<file path="config.mk">
export PLATFORM = sky130hd
export DESIGN_NAME = alu_sequencer
export DESIGN_NICKNAME = d
export VERILOG_FILES = /design/src/rtl/alu_sequencer.sv
export SDC_FILE = /design/constraint.sdc
export NUM_CORES = 1
export LEC_CHECK = 0
export BUFFER_PORTS_ARGS = -buffer_cell sky130_fd_sc_hd__buf_2
export CORE_MARGIN = 1.5
export CORE_UTILIZATION = 30
export DETAILED_ROUTE_END_ITERATION = 8
export PLACE_DENSITY = 0.57
export SLEW_MARGIN = 20
export SYNTH_ARGS = -nofsm -noshare
export SYNTH_HDL_FRONTEND = slang
export SYNTH_SLANG_ARGS = --single-unit
</file>
<file path="constraint.sdc">
create_clock -name clk -period 1.3 [get_ports clk]
set_input_delay 0.13 -clock clk [delete_from_list [all_inputs] [get_ports clk]]
set_output_delay 0.13 -clock clk [all_outputs]
set_load 0.02 [all_outputs]
</file>
<file path="src/rtl/alu_sequencer.sv">
// Fetch/decode/control sequencer for a 2-bit ALU: fetches 11-bit instructions
// from an external ROM, reads a 4x2-bit register file, drives the ALU and writes back.
module alu_sequencer #(
  parameter int ADDR_W = 4,
  parameter int CNT_W  = 8
) (
  input  logic              clk,
  input  logic              rst,
  input  logic              start,
  output logic [ADDR_W-1:0] instr_addr,
  input  logic [10:0]       instr_data,
  output logic [4:0]        alu_op,
  output logic [1:0]        alu_a,
  output logic [1:0]        alu_b,
  input  logic [1:0]        alu_res,
  input  logic              alu_status,
  output logic              busy,
  output logic              done,
  output logic              flag,
  output logic [CNT_W-1:0]  retired,
  input  logic [1:0]        dbg_sel,
  output logic [1:0]        dbg_data
);

  typedef enum logic [2:0] {
    S_IDLE, S_FETCH, S_DECODE, S_EXEC, S_WB, S_HALT
  } state_t;

  localparam logic [4:0] OP_ALU_MAX = 5'd13;
  localparam logic [4:0] OP_LI      = 5'b11110;
  localparam logic [4:0] OP_HALT    = 5'b11111;

  state_t              state_q, state_d;
  logic [ADDR_W-1:0]   pc_q, pc_d;
  logic [10:0]         ir_q, ir_d;
  logic [4:0]          alu_op_q, alu_op_d;
  logic [1:0]          alu_a_q, alu_a_d, alu_b_q, alu_b_d;
  logic [1:0]          res_q, res_d;
  logic                stat_q, stat_d;
  logic [3:0][1:0]     regs_q, regs_d;
  logic                flag_q, flag_d;
  logic [CNT_W-1:0]    retired_q, retired_d;

  logic [4:0] opc;
  logic [1:0] dst, src_a, src_b;
  assign opc   = ir_q[10:6];
  assign dst   = ir_q[5:4];
  assign src_a = ir_q[3:2];
  assign src_b = ir_q[1:0];

  always_comb begin
    state_d   = state_q;
    pc_d      = pc_q;
    ir_d      = ir_q;
    alu_op_d  = alu_op_q;
    alu_a_d   = alu_a_q;
    alu_b_d   = alu_b_q;
    res_d     = res_q;
    stat_d    = stat_q;
    regs_d    = regs_q;
    flag_d    = flag_q;
    retired_d = retired_q;
    case (state_q)
      S_IDLE, S_HALT: begin
        if (start) begin
          state_d = S_FETCH;
          pc_d    = '0;
        end
      end
      S_FETCH: begin
        ir_d    = instr_data;
        state_d = S_DECODE;
      end
      S_DECODE: begin
        // HALT leaves pc pointing at itself and does not retire
        if (opc == OP_HALT) begin
          state_d = S_HALT;
        end else begin
          alu_op_d = opc;
          alu_a_d  = regs_q[src_a];
          alu_b_d  = regs_q[src_b];
          state_d  = S_EXEC;
        end
      end
      S_EXEC: begin
        res_d   = alu_res;
        stat_d  = alu_status;
        state_d = S_WB;
      end
      S_WB: begin
        if (opc <= OP_ALU_MAX) begin
          regs_d[dst] = res_q;
          flag_d      = stat_q;
        end else if (opc == OP_LI) begin
          regs_d[dst] = src_a;
        end
        pc_d      = pc_q + ADDR_W'(1);
        retired_d = retired_q + CNT_W'(1);
        state_d   = S_FETCH;
      end
      default: state_d = S_IDLE;
    endcase
  end

  always_ff @(posedge clk or posedge rst) begin
    if (rst) begin
      state_q   <= S_IDLE;
      pc_q      <= '0;
      ir_q      <= '0;
      alu_op_q  <= '0;
      alu_a_q   <= '0;
      alu_b_q   <= '0;
      res_q     <= '0;
      stat_q    <= 1'b0;
      regs_q    <= '0;
      flag_q    <= 1'b0;
      retired_q <= '0;
    end else begin
      state_q   <= state_d;
      pc_q      <= pc_d;
      ir_q      <= ir_d;
      alu_op_q  <= alu_op_d;
      alu_a_q   <= alu_a_d;
      alu_b_q   <= alu_b_d;
      res_q     <= res_d;
      stat_q    <= stat_d;
      regs_q    <= regs_d;
      flag_q    <= flag_d;
      retired_q <= retired_d;
    end
  end

  assign instr_addr = pc_q;
  assign alu_op     = alu_op_q;
  assign alu_a      = alu_a_q;
  assign alu_b      = alu_b_q;
  assign busy       = (state_q == S_FETCH) || (state_q == S_DECODE) ||
                      (state_q == S_EXEC)  || (state_q == S_WB);
  assign done       = (state_q == S_HALT);
  assign flag       = flag_q;
  assign retired    = retired_q;
  assign dbg_data   = regs_q[dbg_sel];

endmodule
</file>
==> out/results.ini, run 1 <==
[status]
outcome = finished, violations left
violations = negative setup slack

[floorplanning]
start_util = 0.314
num_rows = 30
die_w_um = 87.8
dieArea_um2 = 7710
core_um2 = 6870
fp.dieH_um = 87.8
ios = 45

[yosys]
ys_top_cells_by_area = dfrtp_1, mux2_2, mux4_2
syn_area_per_cell_um2 = 13.9
synth-seq-cells = 47
yosysTopAreaCell = dfrtp_1
synth_area_um2 = 2160
async_reset_ff_frac = 1.00
synth_top_area_frac = 0.545
synth_common_cells = dfrtp_1, mux2_2, mux4_2, nand2_1, xnor2_1
synth_ff_type = dfrtp_1
syn_inst = 155
ys_types = 34
synth_fp_nets = 176
yosys_warnings = 0
synth-seq-area-share = 0.545
synth_edf_count = 0
yosysMostFrequentCell = dfrtp_1

[hold_path]
min_from = instr_data[6]
min_path_type = primary input to flop

[clock_tree]
clock_sinks = 47
clk_latency_ps = 290
tritoncts = yes
numCtsBuffers = 5
cts_max_path_buffers = 2
clk_pin_slew_ps = 80
ctsRootBufferMaster = clkbuf_8
htree_levels = 2

[sta]
fin_skew_ps = 3.99
max_slew_margin = 0.776
drv_slew = 0
setup_tns_ps = -4780
period_minus_slack_ps = 1500
fmax_mhz = 666
fin_crit_sh = 1.16
tightest_slew_ps = 334
hold_violations = 0
finalSetupViolCount = 40
setup_ws_ps = -203
rsz0062_at_grt = yes
whs_ps = 42.2

[routing]
wl_per_cell_um = 14.1
ant_nets = 0
drtPass1Iterations = 4
via_per_inst = 4.62
via_count = 1557
drc = 0
drtIter0Drc = 34
routed_wl_mm = 4.77

[place]
gp_congestion = 0.726
portBuffers = 44
hpwl_mm = 3.03

[cells_and_area]
nNetsFinal = 261
fill_cells = 649
drive_gt1_frac = 0.622
n_antenna_cell = 0
synthToLayoutAreaGrowth_pct = 46.6

[worst_setup_path]
path_class = flop to flop
worstPathArrival_ps = 1680
rr_startpoint = ir_q[7]$_DFFE_PP0N_
end_kind = flop
cp.required_ps = 1480
startpoint = ir_q[7]$_DFFE_PP0N_
cp_max_fo = 4
crit_path_start_kind = flop

[pwr]
p_per_area_nw_per_um2 = 2520
irDropWorstVdd_uv = 1270
power_mw = 7.95
p_leak_nw = 1.52

[grt]
grt_pass1_vias = 1565
overflow = 0
grt_max_degree = 48
antenna_found_initial = 0
grt_use_total = 0.130
grt_pass1_wl_mm = 7.60

[run]
maxCapViolCount = 0

[path summary, 6_finish.rpt]
kind,endpoint,slack [ps],cells after the start
setup reg to reg,regs_q[7]$_DFFE_PP0P_,-200,4
max in group asynchronous,state_q[0]$_DFFE_PP0P_,640,4
setup / recovery,regs_q[7]$_DFFE_PP0P_,-200,4
hold reg to reg,retired[7]$_DFFE_PP0P_,470,1
min in group asynchronous,instr_addr[2]$_DFFE_PP0P_,410,4
hold / removal,ir_q[6]$_DFFE_PP0N_,40,3
[sequential cells by signal (all words and copies together), names as in the netlist]
| name | flops |
|---|---|
| ir_q | 11 |
| regs_q | 8 |
| retired | 8 |
| alu_op | 5 |
| instr_addr | 4 |
| state_q | 3 |
| alu_a | 2 |
| alu_b | 2 |
| res_q | 2 |
| flag | 1 |
| stat_q | 1 |
[critical path, stage by stage, from the launching register on]
cell,delay [ps]
dfrtp_1,430
a31oi_4,230
buf_12,140
mux2_4,320
mux2_1,280
[power breakdown]
part	internal [mW]	switching, mW	leakage [nW]
combinational	2.57	1.79	0.883
clock	0.486	0.466	0.0515
sequential	2.07	0.575	0.590
[kinds of logic (layout without fill, tap and decap cells)]
| kind of cell | count (synthesis) | in the layout | synth area share |
|---|---|---|---|
| AND/OR/NAND/NOR | 35 | 36 | 0.101 |
| AO/OA/AOI/OAI | 14 | 14 | 0.0464 |
| flip-flops | 47 | 47 | 0.545 |
| adder cells (fa/ha/maj) | 2 | 2 | 0.0116 |
| multiplexers | 39 | 39 | 0.235 |
| buffers and inverters | 10 | 95 | 0.0284 |
| XOR/XNOR | 8 | 8 | 0.0325 |
[metrics by stage]
| step | area [um2] | cells | utilization | setup WS (ps) |
|---|---|---|---|---|
| global placement | 2660 | 308 | 0.387 | -205 |
| finish | 3160 | 337 | 0.460 | -203 |
| global route | 3160 | 337 | 0.460 | -267 |
| detailed placement | 2660 | 308 | 0.387 | -217 |
| CTS | 3120 | 335 | 0.455 | -187 |
| floorplan | 2200 | 155 | - | -171 |
[per-layer routing]
layer | share of wire | wire length [um] | vias up | GRT usage
li1 | - | - | 734 | -
met1 | 0.45 | 2170 | 792 | 0.163
met2 | 0.50 | 2390 | 29 | 0.225
met3 | 0.039 | 186 | 2 | 0.0339
met4 | 0.0055 | 26 | 0 | 0.0303
met5 | 0 | 0 | - | 0
[final cells by class]
type                            count  area (um2)  share of cell area
Sequential cell                    47        1180               0.373
Multi-Input combinational cell     99        1150               0.362
Timing Repair Buffer               82         596               0.188
Tap cell                           96         120              0.0380
Clock buffer                        8         100              0.0317
Inverter                            5        21.3             0.00673
[repair_timing]
item / CTS / global route
cloned: 2 / 0
setup buffers: 16 / 6
gates resized for setup: 54 / 14
pin swaps: 10 / 10
endpoints found under the setup margin: 44 / 47
hold buffers: 1 / 0
hold endpoints to repair: 47 / 0
[cell usage in the layout, fill, tap and decap left out, drive strengths merged, types with 2 or more instances in the layout]
cell type  synthesis  layout
mux2              33      33
nand4              4       4
and3               2       2
mux4               6       6
ha                 2       2
nor3b              2       2
xor2               2       2
o21ai              5       5
inv                5       5
o22a               2       2
nand3              4       4
dfrtp             47      47
nand2b             3       3
nand2              6       6
nor3               3       3
clkbuf             0       8
buf                5      81
a21oi              2       2
nor2               5       6
nand4b             2       2
xnor2              6       6
Note: power is estimated with default switching activity, not from simulation.
==> inputs of run 2 (changes only) <==
--- a/config.mk
+++ b/config.mk
@@ -10,6 +10,7 @@
 export CORE_UTILIZATION = 30
 export DETAILED_ROUTE_END_ITERATION = 8
 export PLACE_DENSITY = 0.57
+export SKIP_LAST_GASP = 1
 export SLEW_MARGIN = 20
 export SYNTH_ARGS = -nofsm -noshare
 export SYNTH_HDL_FRONTEND = slang
==> run 2 against run 1 <==
  * The run still ends with negative setup slack left
  * Fmax about the same
  * Clock skew about the same
  * Cell count up 0.30%
  * Sequential cell count unchanged
  * Register-to-register slack about the same
  * Largest cell class unchanged
==> out/results.ini, run 2 (synthesis gave the netlist of run 1 again) <==
[worst_setup_path]
startpoint = ir_q[8]$_DFFE_PP0N_
cp-endpoint = alu_b[0]$_DFFE_PP0P_
reg2reg_depth = 5
r2r_setup_slack_ps = -200
cp.required_ps = 1480
cpMaxStageDelayCell = dfrtp_1
end_kind = flop
path_cells = nand4_1, buf_4, nor2_4, nor2_4, mux2_4
path_buf_inv = 1
crit_path_start_kind = flop
critPathTopFamily = simple AND/OR/NAND/NOR gates
worstPathArrival_ps = 1690
cp_max_fo = 5
cp_num_cells = 5
crit_top_cell = nor2_4
rr_startpoint = ir_q[8]$_DFFE_PP0N_
crit_path_max_incr_delay_ps = 430
path_class = flop to flop
r2r-end = alu_b[0]$_DFFE_PP0P_

[clock_tree]
ctsRootBufferMaster = clkbuf_8
tritoncts = yes
clk_pin_slew_ps = 80
clk_latency_ps = 290
numCtsBuffers = 5
cts_max_path_buffers = 2
clock_sinks = 47
htree_levels = 2

[cells_and_area]
final_common_cell = dfrtp_1
nNetsFinal = 262
fin_util = 0.460
synthToLayoutAreaGrowth_pct = 46.5
layout_common_cells = dfrtp_1, buf_2, mux2_4, buf_4, buf_6
layout.cells.non_filler = 338
fin_area_um2 = 3160
n_antenna_cell = 0
drive_gt1_frac = 0.624
largest_register_ffs = 11
largest-register = ir_q

[sta]
setup_tns_ps = -4780
setup_ws_ps = -204
rsz0062_at_grt = yes
finalSetupViolCount = 42
period_minus_slack_ps = 1500
fin_skew_ps = 3.64
fin_crit_sh = 1.16
drv_slew = 0
max_slew_margin = 0.784
tightest_slew_ps = 322
hold_violations = 0
fmax_mhz = 665

[pwr]
p_per_area_nw_per_um2 = 2510
irDropWorstVdd_uv = 1270
p_leak_nw = 1.52

[routing]
drtPass1Iterations = 4
wl_met2_mm = 2.40
via_per_inst = 4.59
drc = 0
via_count = 1551
met1_length_mm = 2.13
routed_wl_mm = 4.75
drtIter0Drc = 39
wl_per_cell_um = 14.0
top_layer = met4
dr_wl_met3_um = 188
ant_nets = 0

[place]
hpwl_mm = 3.03
gp_congestion = 0.726
placed_cell_area_um2 = 2660
placedCellCount = 308
portBuffers = 44

[grt]
grt_pass1_wl_mm = 7.53
overflow = 0
grt_pass1_vias = 1565
grt_use_total = 0.129
antenna_found_initial = 0
grt_max_degree = 48

[floorplanning]
start_util = 0.314
die_w_um = 87.8
fp.dieH_um = 87.8
core_um2 = 6870
ios = 45
dieArea_um2 = 7710
num_rows = 30

[status]
violations = negative setup slack
outcome = finished, violations left

[hold_path]
min_path_type = primary input to flop

[run]
maxCapViolCount = 0

[run 2: cell types whose count changed in the layout (fill, tap and decap cells not counted)]
cell | before | now
or2_2 | 0 | 1
or2_4 | 1 | 0
mux2_2 | 4 | 6
mux2_4 | 28 | 26
buf_4 | 25 | 26
[run 2: stage by stage]
stage | total power, mW | hold WS [ps] | worst slack [ps]
2_1_floorplan | 4.74 | 238 | -171
3_3_place_gp | 5.71 | 188 | -205
3_5_place_dp | 5.76 | 190 | -217
4_1_cts | 7.77 | 38.4 | -187
5_1_grt | 8.41 | 42.2 | -266
6_report | 7.92 | 44.2 | -204
[run 2: power breakdown]
part	switching (mW)	leakage [nW]	internal (mW)
registers	0.568	0.590	2.07
clock network	0.468	0.0515	0.486
logic	1.79	0.883	2.54
total	2.82	1.52	5.10
[run 2: worst min path at each step]
stage / from / slack (ps) / to / cells after the start
after floorplan: start / 240 / state_q[2]$_DFFE_PP0P_ / 1
after detailed placement: rst / 190 / retired[6]$_DFFE_PP0P_ / 3
final: instr_data[6] / 40 / ir_q[6]$_DFFE_PP0N_ / 3
after global routing: instr_data[6] / 40 / ir_q[6]$_DFFE_PP0N_ / 3
after CTS: instr_data[6] / 40 / ir_q[6]$_DFFE_PP0N_ / 3
after global placement: rst / 190 / retired[2]$_DFFE_PP0P_ / 3
[run 2: worst min-delay path, cell delays in order]
cell and delay, ps:
buf_2 70, nand2_1 40, o21ai_0 60
[run 2: timing repair]
action	4_1_cts	5_1_grt
endpoints found under the setup margin	44	47
resized for setup	44	21
cloned	2	0
endpoints found under the hold margin	47	0
setup buffers	16	7
pin swaps	10	10
hold buffers	1	0
[run 2: per-layer routing]
metal,track usage,vias to the layer above
met1,0.161,786
met2,0.223,29
li1,-,734
met5,0,-
met3,0.0349,2
met4,0.0303,0
[run 2: area by class of cell]
| class | count | area [um2] |
|---|---|---|
| clock buffer | 8 | 100 |
| fill | 651 | 3710 |
| inverter | 5 | 21.3 |
| multi-input combinational | 99 | 1140 |
| sequential | 47 | 1180 |
| tap | 96 | 120 |
| timing repair buffer | 83 | 603 |
==> inputs of run 3 (changes only) <==
--- a/config.mk
+++ b/config.mk
@@ -6,12 +6,12 @@
 export NUM_CORES = 1
 export LEC_CHECK = 0
 export BUFFER_PORTS_ARGS = -buffer_cell sky130_fd_sc_hd__buf_2
+export CAP_MARGIN = 20
 export CORE_MARGIN = 1.5
-export CORE_UTILIZATION = 30
+export CORE_UTILIZATION = 48
 export DETAILED_ROUTE_END_ITERATION = 8
-export PLACE_DENSITY = 0.57
+export PLACE_DENSITY = 0.8
 export SKIP_LAST_GASP = 1
-export SLEW_MARGIN = 20
 export SYNTH_ARGS = -nofsm -noshare
 export SYNTH_HDL_FRONTEND = slang
 export SYNTH_SLANG_ARGS = --single-unit
==> run 3 against run 2 <==
  * Total power is 1.6% lower
  * The run still ends with negative setup slack left
  * Global-route usage is 8.4 points higher
  * Sequential power is 2% higher
  * Cell area down 2.4%
  * Largest power group unchanged
==> out/results.ini, run 3 (synthesis gave the netlist of run 1 again) <==
[cells_and_area]
nNetsFinal = 265
final_common_cell = dfrtp_1
layout.cells.non_filler = 295
n_antenna_cell = 0
largest-register = ir_q
regArea_um2 = 1180
multiInputGateArea_um2 = 1140
drive_gt1_frac = 0.646
synthToLayoutAreaGrowth_pct = 42.9
fin_util = 0.713
largest_register_ffs = 11
layout_common_cells = dfrtp_1, buf_2, buf_4, mux2_4, mux2_2
fill_cells = 297

[worst_setup_path]
end_kind = flop
crit_path_start_kind = flop
r2r_setup_slack_ps = -240
rr_startpoint = state_q[1]$_DFFE_PP0P_
cpMaxStageDelayCell = dfrtp_2
path_class = flop to flop
worstPathArrival_ps = 1730
r2r-end = regs_q[7]$_DFFE_PP0P_
reg2reg_depth = 3
crit_path_max_incr_delay_ps = 450
path_cells = nor3b_4, nand4_1, mux2_4
cp.required_ps = 1490
cp_max_fo = 7

[sta]
fin_crit_sh = 1.18
finalSetupViolCount = 46
period_minus_slack_ps = 1540
drv_slew = 0
rsz0062_at_grt = yes
hold_violations = 0
max_slew_margin = 0.756
setup_ws_ps = -239
tightest_slew_ps = 365
fin_skew_ps = 4.13
fmax_mhz = 650

[floorplanning]
fp.dieH_um = 70.0
dieArea_um2 = 4900
ios = 45
die_w_um = 70.0
start_util = 0.499
num_rows = 24
core_um2 = 4320

[routing]
drtIter0Drc = 38
routed_wl_mm = 4.97
wl_per_cell_um = 16.8
via_per_inst = 5.42
ant_nets = 0
drc = 0
drtPass1Iterations = 4
via_count = 1600

[pwr]
power_mw = 7.79
p_int_mw = 4.91
p_leak_nw = 1.51
p_per_area_nw_per_um2 = 2530
switching_power_mw = 2.88
p_clk_frac = 0.105
p_sw_frac = 0.369
irDropWorstVdd_uv = 1590
power_frac_seq = 0.344
p_comb_frac = 0.551

[hold_path]
holdPathStages = 3
min_from = instr_data[6]
min_path_type = primary input to flop
min_to = ir_q[6]$_DFFE_PP0N_

[place]
place_ws_ps = -207
placedCellCount = 266
gp_congestion = 0.751
hpwl_mm = 3.15
portBuffers = 44

[grt]
grt_pass1_vias = 1673
grt_max_degree = 29
antenna_found_initial = 0
grt_pass1_wl_mm = 8.05
overflow = 0
grt_use_total = 0.213

[status]
outcome = finished, violations left
violations = negative setup slack

[clock_tree]
clk_pin_slew_ps = 80
htree_levels = 2
cts_max_path_buffers = 2
clock_sinks = 47
ctsRootBufferMaster = clkbuf_8
numCtsBuffers = 5
clk_latency_ps = 300
tritoncts = yes

[run]
maxCapViolCount = 0

-- run 3: cell types whose count changed in the layout (fill, tap and decap cells not counted), sizes merged --
cell | previous run | this run
buf | 82 | 85
clkbuf | 8 | 6
-- run 3: repair_timing --
item / CTS / global route
setup endpoints to repair: 44 / 48
gates cloned: 1 / 0
pin swaps: 13 / 7
hold buffers: 1 / 0
hold endpoints to repair: 47 / 0
setup buffers: 14 / 9
gates resized for setup: 40 / 21
-- run 3: worst max-delay path by stage --
stage                                start                     to  slack, ps  depth (start not counted)
finish              state_q[1]$_DFFE_PP0P_  regs_q[7]$_DFFE_PP0P_       -240                          3
floorplan           state_q[2]$_DFFE_PP0P_   alu_a[0]$_DFFE_PP0P_       -170                          5
CTS                 state_q[0]$_DFFE_PP0P_  regs_q[5]$_DFFE_PP0P_       -190                          3
global route        state_q[1]$_DFFE_PP0P_  regs_q[7]$_DFFE_PP0P_       -280                          3
detailed placement     ir_q[7]$_DFFE_PP0N_  regs_q[0]$_DFFE_PP0P_       -210                          4
global placement       ir_q[7]$_DFFE_PP0N_  regs_q[1]$_DFFE_PP0P_       -170                          4
-- run 3: cell type report --
cell class | count | area share
Multi-Input combinational cell | 99 | 0.371
Timing Repair Buffer | 86 | 0.196
Clock buffer | 6 | 0.0235
Sequential cell | 47 | 0.382
Tap cell | 52 | 0.0211
Inverter | 5 | 0.00690
-- run 3: metal layers --
metal / GRT usage / share of wire
met5: 0 / 0
met4: 0.0748 / 0.022
met3: 0.0577 / 0.042
met2: 0.364 / 0.54
met1: 0.259 / 0.40
-- run 3: metrics by stage --
stage,TNS [ps],cell area (um2),hold slack [ps]
2_1_floorplan,-3010,2200,238
3_3_place_gp,-4320,2600,184
3_5_place_dp,-5400,2600,183
4_1_cts,-5620,2940,33.5
5_1_grt,-8840,3080,47.5
6_report,-6560,3080,28.6
-- run 3: power groups by stage --
stage / sequential [mW] / combinational (mW) / clock (mW)
floorplan: 2.81 / 1.94 / 0
global placement: 2.64 / 3.01 / 0
detailed placement: 2.70 / 3.11 / 0
CTS: 2.67 / 3.91 / 0.826
global route: 2.77 / 4.57 / 0.877
finish: 2.68 / 4.29 / 0.819
-- run 3: worst max-delay path, delay by kind of cell, from the launching register on --
family / cells / cell delay, ps
DFF: 1 / 450
muxes: 1 / 360
and+or+nand+nor: 2 / 630
